==> src/rtl/del_map_fuse.sv <==
// -----------------------------------------------------------------------------
// del_map_fuse
//
// Fuses two edge maps using the HSSIM decision stream. Each old/new edge-map
// beat enters a delay line at the same time as HSSIM sees it. When the beat
// reaches the tail of the delay line, its HSSIM del beat is on the del input.
// At that point each byte of the fused beat takes the new-map pixel when the
// MSB of the matching del byte is set, and the old-map pixel otherwise. The
// fused beat leaves on an AXI-Stream master port. tlast is set on the final
// beat of each frame.
//
// Back-pressure: stall = m_tvalid & ~m_tready. This signal freezes HSSIM, the
// upstream source and this block's delay line and output register, all
// together. Because everything freezes in lockstep, the tail beat and del
// stay aligned.
//
// Parameters
//   PIXELS_PER_BEAT  bytes (pixels) per beat
//   IMAGE_DIM        image width = height in pixels
//   HSSIM_LATENCY    non-stalled cycles from beat in to del out (>= 1)
//   DATA_WIDTH       beat width, 8*PIXELS_PER_BEAT
//
// Ports
//   clk        single clock
//   reset      synchronous, active-high; drops in-flight beats, restarts frame
//   s_valid    a valid beat is presented this cycle (held by source on stall)
//   old_map    old edge-map beat
//   new_map    new edge-map beat
//   del        HSSIM decision beat, per byte MSB: 1 = take new, 0 = keep old
//   stall      global freeze for HSSIM and upstream
//   m_tdata    fused beat
//   m_tvalid   m_tdata valid
//   m_tready   downstream accept
//   m_tlast    last beat of frame
//   new_count  (FUSE_STATS_EN only) number of new-map pixels selected in the
//              most recently completed frame
//
// Optional build macro
//   FUSE_STATS_EN  adds the new_count output and its per-frame accumulator.
// -----------------------------------------------------------------------------
module del_map_fuse #(
  parameter int PIXELS_PER_BEAT = 16,
  parameter int IMAGE_DIM       = 512,
  parameter int HSSIM_LATENCY   = 8,
  parameter int DATA_WIDTH      = 8 * PIXELS_PER_BEAT,
  // Derived width of new_count. Leave at its default.
  parameter int STAT_W          = $clog2(IMAGE_DIM * IMAGE_DIM) + 1
) (
  input  logic                  clk,
  input  logic                  reset,
  input  logic                  s_valid,
  input  logic [DATA_WIDTH-1:0] old_map,
  input  logic [DATA_WIDTH-1:0] new_map,
  input  logic [DATA_WIDTH-1:0] del,
  output logic                  stall,
  output logic [DATA_WIDTH-1:0] m_tdata,
  output logic                  m_tvalid,
  input  logic                  m_tready,
  output logic                  m_tlast
`ifdef FUSE_STATS_EN
  ,
  output logic [STAT_W-1:0]     new_count
`endif
);

  localparam int BEATS_PER_FRAME = IMAGE_DIM * IMAGE_DIM / PIXELS_PER_BEAT;
  localparam int CNT_W           = (BEATS_PER_FRAME > 1) ? $clog2(BEATS_PER_FRAME) : 1;
  localparam logic [CNT_W-1:0] LAST_BEAT = CNT_W'(BEATS_PER_FRAME - 1);

  // ---------------------------------------------------------------------------
  // Global stall. Everything in this block advances only when it is low.
  // ---------------------------------------------------------------------------
  logic advance;

  assign stall   = m_tvalid & ~m_tready;
  assign advance = ~stall;

  // ---------------------------------------------------------------------------
  // Delay line: HSSIM_LATENCY stages of {vld, old, new}.
  // The valid bits are reset so that in-flight beats are discarded.
  // ---------------------------------------------------------------------------
  logic [HSSIM_LATENCY-1:0] dly_vld;
  logic [DATA_WIDTH-1:0]    dly_old [HSSIM_LATENCY];
  logic [DATA_WIDTH-1:0]    dly_new [HSSIM_LATENCY];

  // NOTE: sequential state uses <= so that every stage samples its
  // predecessor's value from before the edge, not the value just written.
  always_ff @(posedge clk) begin
    if (reset) begin
      dly_vld <= '0;
    end else if (advance) begin
      dly_vld[0] <= s_valid;
      for (int i = 1; i < HSSIM_LATENCY; i++) begin
        dly_vld[i] <= dly_vld[i-1];
      end
    end
  end

  // NOTE: the payload array has no reset. Only the valid bits decide whether a
  // stage holds a real beat, so stale data behind a cleared vld is harmless.
  // This also keeps the reset off the wide datapath.
  always_ff @(posedge clk) begin
    if (advance) begin
      dly_old[0] <= old_map;
      dly_new[0] <= new_map;
      for (int i = 1; i < HSSIM_LATENCY; i++) begin
        dly_old[i] <= dly_old[i-1];
        dly_new[i] <= dly_new[i-1];
      end
    end
  end

  logic                  tail_vld;
  logic [DATA_WIDTH-1:0] tail_old;
  logic [DATA_WIDTH-1:0] tail_new;

  assign tail_vld = dly_vld[HSSIM_LATENCY-1];
  assign tail_old = dly_old[HSSIM_LATENCY-1];
  assign tail_new = dly_new[HSSIM_LATENCY-1];

  // ---------------------------------------------------------------------------
  // Per-byte select. Only the MSB of each del byte is decoded, so a
  // non-canonical decision byte resolves by its top bit alone.
  // ---------------------------------------------------------------------------
  logic [DATA_WIDTH-1:0] fused;

  // NOTE: fused gets a default before the loop. Every path then assigns it,
  // so this stays purely combinational and no latch can be inferred.
  always_comb begin
    fused = '0;
    for (int j = 0; j < PIXELS_PER_BEAT; j++) begin
      fused[j*8 +: 8] = del[j*8 + 7] ? tail_new[j*8 +: 8] : tail_old[j*8 +: 8];
    end
  end

  // Only the decision MSBs are decoded. The remaining del bits are folded into
  // this sink so the intent of leaving them unused is explicit.
  logic unused_del_bits;
  assign unused_del_bits = ^del;

  // ---------------------------------------------------------------------------
  // Frame position and output register.
  // A bubble at the tail clears m_tvalid but leaves m_tdata as it was. Under
  // stall, all of these registers hold, so a presented beat stays stable
  // until it is accepted.
  // ---------------------------------------------------------------------------
  logic [CNT_W-1:0] beat_cnt;
  logic             frame_end;

  assign frame_end = (beat_cnt == LAST_BEAT);

  always_ff @(posedge clk) begin
    if (reset) begin
      m_tvalid <= 1'b0;
      m_tlast  <= 1'b0;
      m_tdata  <= '0;
      beat_cnt <= '0;
    end else if (advance) begin
      m_tvalid <= tail_vld;
      m_tlast  <= tail_vld & frame_end;
      if (tail_vld) begin
        m_tdata  <= fused;
        // Wrap explicitly so that frame sizes which are not a power of two
        // also restart at beat 0 with no gap.
        beat_cnt <= frame_end ? '0 : beat_cnt + CNT_W'(1);
      end
    end
  end

`ifdef FUSE_STATS_EN
  // ---------------------------------------------------------------------------
  // Selection statistics: count the new-map pixels chosen in each frame.
  // Publish the total at the frame's tlast load, and hold it until the next
  // frame end.
  // ---------------------------------------------------------------------------
  logic [STAT_W-1:0] sel_count;
  logic [STAT_W-1:0] sel_accum;

  always_comb begin
    sel_count = '0;
    for (int j = 0; j < PIXELS_PER_BEAT; j++) begin
      sel_count = sel_count + STAT_W'(del[j*8 + 7]);
    end
  end

  always_ff @(posedge clk) begin
    if (reset) begin
      sel_accum <= '0;
      new_count <= '0;
    end else if (advance && tail_vld) begin
      if (frame_end) begin
        new_count <= sel_accum + sel_count;
        sel_accum <= '0;
      end else begin
        sel_accum <= sel_accum + sel_count;
      end
    end
  end
`endif

endmodule

==> config.mk <==
export PLATFORM = sky130hd
export DESIGN_NAME = del_map_fuse
export DESIGN_NICKNAME = d
export VERILOG_FILES = /design/src/rtl/del_map_fuse.sv
export SDC_FILE = /design/constraint.sdc
export NUM_CORES = 2
export LEC_CHECK = 0
export ABC_AREA = 1
export ABC_CLOCK_PERIOD_IN_PS = 89900
export CAP_MARGIN = 30
export CELL_PAD_IN_SITES_DETAIL_PLACEMENT = 0
export CELL_PAD_IN_SITES_GLOBAL_PLACEMENT = 1
export CORE_ASPECT_RATIO = 1.5
export CORE_MARGIN = 2
export CORE_UTILIZATION = 45
export DETAILED_ROUTE_END_ITERATION = 6
export DONT_BUFFER_PORTS = 1
export GPL_TIMING_DRIVEN = 0
export MAX_ROUTING_LAYER = met4
export PLACE_DENSITY = 0.64
export SLEW_MARGIN = 20
export SYNTH_ARGS = -nofsm -noshare
export SYNTH_HDL_FRONTEND = slang
export SYNTH_SLANG_ARGS = --single-unit
export TNS_END_PERCENT = 1
==> constraint.sdc <==
create_clock -name clk -period 89.9 [get_ports clk]
set_clock_uncertainty 0.15 [all_clocks]
set_input_delay 22.475 -clock clk [delete_from_list [all_inputs] [get_ports clk]]
set_output_delay 22.475 -clock clk [all_outputs]
set_load 0.01 [all_outputs]
==> out/results.md <==
| Parameter | Value |
|:---|:---|
| Run status | finished clean |
| Slew Limit Headroom | 44.4% |
| Clock latency on the worst-skew pair | 0.80 ns |
| R2R Setup Slk | 85.22 ns |
| Worst r2r src | m_tvalid |
| Number of endpoints with negative hold slack in the final report | 0 |
| Setup crit start | m_tready |
| Element type at the critical path start | input port |
| Area overhead of the layout relative to synthesis | 13.5% |
| Cell count after synthesis | 3,030 |
| Post-synthesis instance area | 68,400 um^2 |
| Initial Util | 45.2% |
| Fmax | 0.0217 GHz |
| Row Count | 175 |
| Setup crit end | stall |
| Unrepaired setup endpoints after global routing | no |
| Cells taking the most area after synthesis | sky130_fd_sc_hd__edfxtp_1 90%, sky130_fd_sc_hd__dfxtp_1 4.4%, sky130_fd_sc_hd__a21oi_1 1.9%, sky130_fd_sc_hd__nor2_1 0.89%, sky130_fd_sc_hd__inv_1 0.77% |
| Wire length per cell after detailed routing | 17.0 um |
| Die extent in x | 322 um |
| Critical-path maximum fanout | 127 |
| DRT Wirelength | 93,000 um |
| Flip-flop and latch count after synthesis | 2,200 |
| Largest net degree at the start of global routing | 152 |
| Actual transition at the worst max-transition pin | 0.835 ns |
| Setup fix buffers added after clock tree synthesis | 0 |
| Proportion of layout cells with a drive suffix above 1 | 10.3% |
| Detailed router's first-iteration violation count | 1,946 |
| Root buffer cell | sky130_fd_sc_hd__clkbuf_16 |
| Port bufs | 0 |
| Leakage component of the power | 28.1 nW |
| Fraction of the yosys area taken by sequential cells | 94.4% |
| Yosys warning total | 0 |
| Num CTS Buffers | 192 |
| Power density normalized to cell area | 25.7 nW/um^2 |
| Number of detailed-route iterations in the first pass | 5 |
| Final cell count without fillers | 5,474 |
| Period minus WS final | 46.06 ns |
| Half-perimeter wire length of the detailed placement result | 54,700 um |
| Clock tree buffer depth | 3 |
| Global-route wire length before repair | 138,000 um |
| Number of instances on the worst hold path | 0 |
| Worst VDD drop | 0.0194 mV |
| # IOs | 519 |
| DRC violations left | 0 |
| Cell variety after synth | 27 |
| Leftover overflow at the end of global routing | 0 |
| Share of the synthesized area in the top cell type | 89.9% |
| Worst Setup End Kind | output port |
| Hold-fix buffers, CTS | 0 |
| Number of cells on the worst reg-to-reg path | 7 |
| TritonCTS clock tree | built |
| Weighted congestion reported at the end of routability-driven placement | 0.752 |
| Worst path arrival time | 23.44 ns |
| Final antenna-violating net count | 0 |
| Period utilisation layout | 51.2% |
| Syn_nets | 3,419 |
| Most common cell after layout, fill and taps aside | sky130_fd_sc_hd__edfxtp_1 |
| Aggregate global-route resource usage | 12.2% |
| Mean Syn Cell Area | 22.6 um^2 |
| Reg-to-reg critical path endpoint | dly_old[0][425] |
| Clk sinks | 2,200 |
| Number of vias per cell after detailed routing | 4.54 |
| Pins over their slew limit | 0 |
| Die Y-Extent | 481 um |
| Total vias in the final route | 24,845 |
| Core Box Area | 151,000 um^2 |
| Number of antenna violations at the first check in global routing | 48 |
| # resized after CTS | 0 |
| Clock slew at the register clock pins of the worst setup and hold paths | 0.06 ns |
| Die area | 155,000 um^2 |
| Leading area contributor after synthesis | sky130_fd_sc_hd__edfxtp_1 |
| Net count of the finished layout | 3,627 |
| H-tree Lvls | 4 |
| Required time of the critical path | 67.28 ns |
| Number of global-route vias before repair | 23,984 |
| Highest-count cells in the layout ignoring fill and taps | 2,048 x sky130_fd_sc_hd__edfxtp_1, 262 x sky130_fd_sc_hd__a21oi_1, 195 x sky130_fd_sc_hd__clkbuf_16, 163 x sky130_fd_sc_hd__nor2_1, 152 x sky130_fd_sc_hd__dfxtp_1 |
| Final setup viols | 0 |
| Placed cell count | 5,079 |
| Summed negative setup slack over all endpoints | 0 ns |
| Crit Path Class | input port to output port |
| Class of the worst hold path | flop to flop |
| Count of maximum capacitance violations | 0 |
worst max-delay path, cell delays in order:
cell	delay, ns
sky130_fd_sc_hd__inv_1	0.04
sky130_fd_sc_hd__nand2_2	0.11
sky130_fd_sc_hd__buf_12	0.48
sky130_fd_sc_hd__inv_1	0.11
sky130_fd_sc_hd__buf_2	0.22
stage by stage:
step                area (um^2)  setup WS (ns)  hold WS (ns)  util [%]  power (mW)
finish                    77600          43.84         0.241      51.3        1.99
global route              77600          43.63         0.246      51.3        2.07
CTS                       77500          43.76         0.241      51.2        2.02
detailed placement        71300          43.76         0.255      47.1        1.23
global placement          70900          12.54         0.250      46.9        1.22
floorplan                 68400          19.94         0.250         -        1.22
final cells by class:
cell class,instances,area [um^2]
Antenna cell,42,105
Buffer,78,445
Clock buffer,241,5110
Clock inverter,112,1060
Fill cell,11853,73700
Inverter,142,537
Multi-Input combinational cell,610,2880
Sequential cell,2200,64500
Tap cell,2035,2550
Timing Repair Buffer,14,385
metal layers:
layer,global-route usage [%],vias to the layer above,part of all wire [%]
met2,16.8,578,44
met4,5.10,0,3.0
met3,6.61,210,11
met1,15.0,11985,43
li1,-,12072,-
met5,-,-,0
worst min-delay path by stage:
stage	end	slack [ns]	startpoint
floorplan	dly_new[0][128]	0.25	dly_new[0][0]
global placement	dly_new[1][444]	0.25	dly_new[1][316]
detailed placement	dly_new[0][135]	0.25	dly_new[0][7]
CTS	dly_old[1][186]	0.24	dly_old[1][58]
global route	dly_new[0][225]	0.25	dly_new[0][97]
finish	dly_old[0][311]	0.24	dly_old[0][183]
cell families (layout without fill, tap and decap cells):
| family | after synthesis | count (layout) | share of synthesized area (%) |
|---|---|---|---|
| flip-flops | 2200 | 2200 | 94.4 |
| AO/OA/AOI/OAI | 400 | 400 | 2.93 |
| buffers and inverters | 220 | 587 | 1.41 |
| AND/OR/NAND/NOR | 202 | 202 | 1.17 |
| XOR/XNOR | 7 | 7 | 0.0896 |
| adder cells (fa/ha/maj) | 1 | 1 | 0.0183 |
| other | 0 | 42 | 0 |
registers in the layout, indices dropped and copies added (netlist names):
register and flops:
m_tvalid 1, m_tdata 128, dly_vld 8, dly_old 1024, beat_cnt 14, m_tlast 1, dly_new 1024
report_power, final:
| part | internal (mW) | switching, mW | total [mW] |
|---|---|---|---|
| Clock | 0.441 | 0.349 | 0.790 |
| Sequential | 1.18 | 0.0143 | 1.19 |
| Combinational | 0.00384 | 0.00811 | 0.0120 |
| Total | 1.62 | 0.371 | 1.99 |
synthesized netlist by cell type:
master / instances
sky130_fd_sc_hd__nor2_2: 1
sky130_fd_sc_hd__nor3_1: 2
sky130_fd_sc_hd__o21ai_1: 64
sky130_fd_sc_hd__edfxtp_1: 2048
sky130_fd_sc_hd__nor3_2: 1
sky130_fd_sc_hd__nand4_1: 1
sky130_fd_sc_hd__buf_6: 10
sky130_fd_sc_hd__nand2_1: 20
sky130_fd_sc_hd__a21oi_1: 262
sky130_fd_sc_hd__nand3b_1: 1
sky130_fd_sc_hd__nand3_1: 9
sky130_fd_sc_hd__clkbuf_1: 24
sky130_fd_sc_hd__inv_4: 1
sky130_fd_sc_hd__inv_1: 140
sky130_fd_sc_hd__buf_2: 41
sky130_fd_sc_hd__ha_1: 1
sky130_fd_sc_hd__nand2_2: 2
sky130_fd_sc_hd__nor2_1: 163
sky130_fd_sc_hd__o21ai_0: 73
sky130_fd_sc_hd__clkinv_2: 1
sky130_fd_sc_hd__xnor2_1: 2
sky130_fd_sc_hd__dfxtp_1: 152
sky130_fd_sc_hd__nand2_4: 1
sky130_fd_sc_hd__o21bai_1: 1
sky130_fd_sc_hd__or2_2: 1
sky130_fd_sc_hd__xor2_1: 5
sky130_fd_sc_hd__buf_4: 3
Power figures use the tool's default switching activity.
